===== src/rtl/sca_cipher_wrapper.sv =====
// Host-side wrapper for a SASEBO-GIII cipher core: plaintext queue, per-block
// repeat/chaining and a scope trigger framing each core encryption.
module sca_cipher_wrapper #(
    parameter int DW    = 128,
    parameter int KW    = 128,
    parameter int DEPTH = 4,
    parameter int RPT_W = 8
) (
    input  logic             CLK,
    input  logic             RSTn,
    input  logic             EN,
    input  logic [KW-1:0]    Kin,
    input  logic             Krdy,
    output logic             Kvld,
    input  logic [DW-1:0]    Din,
    input  logic             Drdy,
    output logic [DW-1:0]    Dout,
    output logic             Dvld,
    output logic             BSY,
    input  logic [RPT_W-1:0] rpt,
    input  logic             chain,
    output logic             trig,
    output logic [KW-1:0]    core_kin,
    output logic             core_krdy,
    input  logic             core_kvld,
    output logic [DW-1:0]    core_din,
    output logic             core_drdy,
    input  logic [DW-1:0]    core_dout,
    input  logic             core_dvld,
    input  logic             core_bsy,
    output logic             core_en
);

    localparam int AW = $clog2(DEPTH);
    localparam int PW = AW + 1;

    typedef enum logic [1:0] {IDLE, KEYW, ISSUE, RUN} state_t;

    state_t           state_q, state_d;
    logic [PW-1:0]    wr_ptr_q, wr_ptr_d, rd_ptr_q, rd_ptr_d;
    logic [DW-1:0]    mem_q [DEPTH];
    logic             key_ok_q, key_ok_d;
    logic [RPT_W-1:0] rem_q, rem_d;
    logic             chain_q, chain_d;
    logic [DW-1:0]    work_q, work_d;
    logic [KW-1:0]    core_kin_q, core_kin_d;
    logic [DW-1:0]    core_din_q, core_din_d;
    logic [DW-1:0]    dout_q, dout_d;
    logic             core_krdy_q, core_krdy_d;
    logic             core_drdy_q, core_drdy_d;
    logic             kvld_q, kvld_d;
    logic             dvld_q, dvld_d;
    logic             trig_q, trig_d;

    logic full, empty, push;

    // Pointers carry one extra wrap bit so full and empty differ only in the MSB.
    assign empty = (wr_ptr_q == rd_ptr_q);
    assign full  = (wr_ptr_q[AW] != rd_ptr_q[AW]) && (wr_ptr_q[AW-1:0] == rd_ptr_q[AW-1:0]);
    assign push  = EN && Drdy && !full;

    always_comb begin
        state_d     = state_q;
        wr_ptr_d    = wr_ptr_q;
        rd_ptr_d    = rd_ptr_q;
        key_ok_d    = key_ok_q;
        rem_d       = rem_q;
        chain_d     = chain_q;
        work_d      = work_q;
        core_kin_d  = core_kin_q;
        core_din_d  = core_din_q;
        dout_d      = dout_q;
        core_krdy_d = 1'b0;
        core_drdy_d = 1'b0;
        kvld_d      = 1'b0;
        dvld_d      = 1'b0;
        trig_d      = trig_q;

        if (push) begin
            wr_ptr_d = wr_ptr_q + PW'(1);
        end

        case (state_q)
            IDLE: begin
                if (EN && Krdy) begin
                    core_kin_d  = Kin;
                    core_krdy_d = 1'b1;
                    key_ok_d    = 1'b0;
                    state_d     = KEYW;
                end else if (EN && key_ok_q && !empty && !core_bsy) begin
                    rd_ptr_d = rd_ptr_q + PW'(1);
                    work_d   = mem_q[rd_ptr_q[AW-1:0]];
                    rem_d    = (rpt == '0) ? RPT_W'(1) : rpt;
                    chain_d  = chain;
                    state_d  = ISSUE;
                end
            end
            KEYW: begin
                if (core_kvld) begin
                    key_ok_d = 1'b1;
                    kvld_d   = 1'b1;
                    state_d  = IDLE;
                end
            end
            ISSUE: begin
                if (EN) begin
                    core_din_d  = work_q;
                    core_drdy_d = 1'b1;
                    trig_d      = 1'b1;
                    state_d     = RUN;
                end
            end
            RUN: begin
                if (core_dvld) begin
                    trig_d = 1'b0;
                    if (rem_q == RPT_W'(1)) begin
                        dout_d  = core_dout;
                        dvld_d  = 1'b1;
                        state_d = IDLE;
                    end else begin
                        rem_d   = rem_q - RPT_W'(1);
                        work_d  = chain_q ? core_dout : work_q;
                        state_d = ISSUE;
                    end
                end
            end
            default: state_d = IDLE;
        endcase
    end

    always_ff @(posedge CLK) begin
        if (!RSTn) begin
            state_q     <= IDLE;
            wr_ptr_q    <= '0;
            rd_ptr_q    <= '0;
            key_ok_q    <= 1'b0;
            rem_q       <= '0;
            chain_q     <= 1'b0;
            work_q      <= '0;
            core_kin_q  <= '0;
            core_din_q  <= '0;
            dout_q      <= '0;
            core_krdy_q <= 1'b0;
            core_drdy_q <= 1'b0;
            kvld_q      <= 1'b0;
            dvld_q      <= 1'b0;
            trig_q      <= 1'b0;
        end else begin
            state_q     <= state_d;
            wr_ptr_q    <= wr_ptr_d;
            rd_ptr_q    <= rd_ptr_d;
            key_ok_q    <= key_ok_d;
            rem_q       <= rem_d;
            chain_q     <= chain_d;
            work_q      <= work_d;
            core_kin_q  <= core_kin_d;
            core_din_q  <= core_din_d;
            dout_q      <= dout_d;
            core_krdy_q <= core_krdy_d;
            core_drdy_q <= core_drdy_d;
            kvld_q      <= kvld_d;
            dvld_q      <= dvld_d;
            trig_q      <= trig_d;
        end
    end

    always_ff @(posedge CLK) begin
        if (!RSTn) begin
            for (int i = 0; i < DEPTH; i++) begin
                mem_q[i] <= '0;
            end
        end else if (push) begin
            mem_q[wr_ptr_q[AW-1:0]] <= Din;
        end
    end

    // Anything other than IDLE (key load included) refuses a new key.
    assign BSY       = full || (state_q != IDLE);
    assign Kvld      = kvld_q;
    assign Dvld      = dvld_q;
    assign Dout      = dout_q;
    assign trig      = trig_q;
    assign core_kin  = core_kin_q;
    assign core_krdy = core_krdy_q;
    assign core_din  = core_din_q;
    assign core_drdy = core_drdy_q;
    assign core_en   = EN;

endmodule


===== config.mk =====
export PLATFORM = sky130hd
export DESIGN_NAME = sca_cipher_wrapper
export DESIGN_NICKNAME = d
export VERILOG_FILES = /design/src/rtl/sca_cipher_wrapper.sv
export SDC_FILE = /design/constraint.sdc
export NUM_CORES = 2
export LEC_CHECK = 0
export BUFFER_PORTS_ARGS = -buffer_cell sky130_fd_sc_hd__buf_2
export CAP_MARGIN = 40
export CELL_PAD_IN_SITES_DETAIL_PLACEMENT = 1
export CELL_PAD_IN_SITES_GLOBAL_PLACEMENT = 2
export CORE_ASPECT_RATIO = 0.9
export CORE_UTILIZATION = 36
export CTS_CLUSTER_SIZE = 10
export DETAILED_ROUTE_END_ITERATION = 6
export GPL_TIMING_DRIVEN = 0
export PLACE_DENSITY_LB_ADDON = 0.2
export SLEW_MARGIN = 25
export SYNTH_ARGS = -nofsm -noshare
export SYNTH_HDL_FRONTEND = slang
export SYNTH_SLANG_ARGS = --single-unit
export TNS_END_PERCENT = 20

===== constraint.sdc =====
create_clock -name CLK -period 6.85 [get_ports CLK]
set_input_delay 0.3425 -clock CLK [delete_from_list [all_inputs] [get_ports CLK]]
set_output_delay 0.3425 -clock CLK [all_outputs]
set_load 0.005 [all_outputs]

==> flow_metrics.py <==
metrics = {
    "finish": {
        "stdcell_area_sq_um": 56930,
        "nets": 5698,
        "drive_above_1_share_pct": 19.44,
        "fillCellCount": 13080,
        "syn_to_final_growth_pct": 33.42,
    },
    "placed_design": {
        "dp_slack_ns": 2.612,
        "port_buffers": 790,
        "hpwl_microns": 123600,
        "postPlaceCellArea_sq_um": 49310,
        "gp_congestion": 0.8259,
    },
    "routing": {
        "ant_nets": 0,
        "first_pass_iters": 5,
        "vias": 35320,
        "drt_drc_violations_left": 0,
        "drt-initial-drc-count": 2321,
        "wl_per_cell_microns": 24.27,
        "totalWireLength_microns": 169500,
        "vias_per_cell": 5.057,
    },
    "synthesis": {
        "synth_area_per_cell_sq_um": 10.81,
        "ys_ff_latch": 1049,
        "yosys_most_used_dff": "dfxtp_1",
        "yosysSeqAreaShare_pct": 61.23,
        "ys_warn_count": 0,
        "syn_area_sq_um": 42670,
        "syn-num-nets": 4352,
        "synthCells": 3947,
        "ys_types": 50,
        "synth-edff-count": 512,
        "async_flop_share_pct": 0,
    },
    "worst_setup_path": {
        "cp_slowest_cell": "a311oi_4",
        "cp_slowest_stage_delay_ns": 0.80,
        "required_ns": 7.26,
        "cp_max_fo": 34,
        "path_class": "reg -> reg",
        "arrival_ns": 4.60,
        "crit_chain": "xnor2_1 -> a311oi_4 -> buf_2 -> clkbuf_1 -> nand2_1 -> nand2_4 -> buf_12 -> buf_12",
        "crit_top_cell": "buf_12",
        "r2r-start": "wr_ptr_q[1]",
        "endpoint": "mem_q[0][63]",
        "worstSetupStartpoint": "wr_ptr_q[1]",
        "crit_path_end_kind": "flop",
        "r2r_slack_ns": 2.66,
        "startpoint_type": "flop",
        "rr_worst_depth": 8,
        "r2r-end": "mem_q[0][63]",
    },
    "global_routing": {
        "grt_overflow_total": 0,
        "grt_usage_pct": 27.46,
        "grt_pass1_wl_microns": 242100,
        "antenna_found_initial": 39,
        "grt_pass1_vias": 36030,
        "grt_start_max_net_pins": 43,
    },
    "die": {
        "die_h_microns": 328.6,
        "fp.dieW_microns": 364.9,
        "core_region_area_sq_um": 117300,
        "rows": 119,
        "start_util_pct": 36.37,
        "dieArea_sq_um": 119900,
        "io_pins": 792,
    },
    "cts": {
        "cts-htree-levels": 3,
        "clk_latency_ns": 0.75,
        "cts_num_sinks": 1049,
        "cts_resized": 0,
        "numCtsBuffers": 119,
        "path_clk_slew_ns": 0.06,
        "cts.path.max_buffers": 3,
        "cts_tree": "done",
        "cts_setup_buffers": 0,
        "cts-root-buf": "clkbuf_16",
    },
    "pwr": {
        "p_switching_mw": 3.287,
        "combinationalPowerShare_pct": 7.6,
        "p_int_mw": 10.57,
        "netSwitchingFraction_pct": 23.72,
        "p_seq_share_pct": 49.4,
        "pwr_density_cell_nw_per_um2": 243.4,
        "leakage_nw": 23.59,
        "ir_worst_vdd_mv": 0.2336,
        "p_clk_share_pct": 43.0,
    },
    "timing": {
        "rsz0062_at_grt": "false",
        "slew_violations": 0,
        "clock.fmax_mhz": 238.6,
        "hold_viol": 0,
        "whs_ns": 0.08076,
        "post-route-period-util_pct": 61.19,
        "fin_setup_tns_ns": 0,
        "slew_headroom_pct": 42.91,
        "finalSetupViolCount": 0,
        "worst_pin_slew_ns": 0.8563,
        "fin_crit_ns": 4.192,
        "fin_ws_ns": 2.658,
        "fin_worst_skew_ns": 0.02347,
    },
    "worst_hold_path": {
        "hold_path.class": "in -> reg",
        "holdPathStages": 3,
    },
    "outcome": {
        "outcome": "finished clean",
    },
    "run": {
        "maxCapViolCount": 0,
    },
}
==> metal layers <==
| layer | wire [microns] | global-route usage, % | part of all wire, % | up-vias |
|---|---|---|---|---|
| met1 | 71910 | 34.72 | 42 | 17510 |
| met5 | 50 | 0 | 0.030 | - |
| met3 | 8822 | 4.847 | 5.2 | 247 |
| li1 | - | - | - | 16630 |
| met4 | 6750 | 11.23 | 4.0 | 8 |
| met2 | 81950 | 46.26 | 48 | 923 |
==> Yosys cell counts, drive strengths merged, types with 2 or more instances <==
cell type  number  area [sq um]
ha              4         50.05
o21ai           9         48.80
clkbuf        271          1031
nand2         916          3438
and3b           2         17.52
nor3            3         15.01
xnor2           5         43.79
a311oi          3         50.05
a22oi         128         960.9
o211ai        130         975.9
o2111ai         3         26.28
a31o            2         17.52
nand3           6         30.03
nor2           12         45.04
a211o           3         26.28
dfxtp         537         10750
nor2b           3         18.77
a31oi           3         18.77
and2          257          1608
buf            63         374.1
mux2i         393          3934
nand4           4         25.02
nand2b          4         25.02
nand3b          3         22.52
inv             3         11.26
edfxtp        512         15370
and3          259          1620
a21oi         393          1967
o221a           2         22.52
nor4            2         18.77
==> layout make-up <==
cell class              count  area (sq um)  share of cell area, %
flip-flops and latches   1049         26130                  45.89
multi-input cells        2561         15160                  26.63
repair buffers           1225          8652                  15.20
clock buffers             205          3402                  5.976
well taps                1573          1968                  3.457
plain buffers             334          1423                  2.499
clock inverters             9         125.1                 0.2198
diodes                     25         62.56                 0.1099
inverters                   3         11.26                0.01978
==> registers in the layout, indices dropped and copies added, names as in the netlist, 2 cells and up, named ones only <==
name,count
Dout,128
work_q,128
core_din,128
core_kin,128
mem_q,512
rem_q,8
rd_ptr_q,3
wr_ptr_q,3
state_q,2
==> worst min path at each step <==
stage                             from      endpoint
after floorplan              work_q[0]   core_din[0]
after global placement     core_kin[3]   core_kin[3]
after detailed placement  core_kin[32]  core_kin[32]
after CTS                       rpt[4]      rem_q[4]
after global routing                EN    state_q[0]
final                               EN    state_q[0]
==> cells by family (layout without fill, tap and decap cells) <==
group,Yosys count,count (layout),synth area share (%)
simple gates,1476,1476,16.22
flops,1049,1049,61.23
compound gates,682,682,9.768
mux,393,393,9.220
buf+inv,337,1776,3.320
xor+xnor,6,6,0.1232
fa+ha+maj,4,4,0.1173
other cells,0,25,0
==> metrics by stage <==
step / power, mW / instances / util (%)
after detailed placement: 7.823 / 6344 / 42.03
after CTS: 13.97 / 6952 / 48.40
final: 13.86 / 6984 / 48.52
after global placement: 7.805 / 6310 / 41.41
after floorplan: 7.327 / 3947 / -
after global routing: 14.28 / 6975 / 48.50
==> worst max-delay path: cells and delay by family (launching register included) <==
family | cells | cell delay (ns)
buffers and inverters | 4 | 1.54
AOI/OAI and AO/OA | 1 | 0.80
and+or+nand+nor | 2 | 0.58
DFF | 1 | 0.51
xor gates and xnor gates | 1 | 0.28
==> layout by cell type, fill, tap and decap left out, drive strengths merged, types with 4 or more instances in the layout <==
cell         netlist  final
a21oi            393    393
a22oi            128    128
and2             257    257
and3             259    259
buf               63    894
clkbuf           271    476
clkinv             0      5
dfxtp            537    537
diode              0     25
dlygate4sd3        0    394
edfxtp           512    512
ha                 4      4
inv                3      6
mux2i            393    393
nand2            916    916
nand2b             4      4
nand3              6      6
nand4              4      4
nor2              12     12
o211ai           130    130
o21ai              9      9
xnor2              5      5
==> power by group through the flow <==
stage | clock, mW | combinational [mW] | sequential [mW]
3_5_place_dp | 0 | 0.848 | 6.97
4_1_cts | 6.08 | 1.05 | 6.84
3_3_place_gp | 0 | 0.804 | 7.00
6_report | 5.97 | 1.05 | 6.84
5_1_grt | 6.30 | 1.12 | 6.86
2_1_floorplan | 0 | 0.349 | 6.98
==> what timing repair did <==
action / in CTS / in global routing
hold buffers: 394 / 0
hold endpoints to repair: 903 / 0
setup endpoints to repair: 0 / 0
No activity file was read; power rests on OpenSTA's default activity.
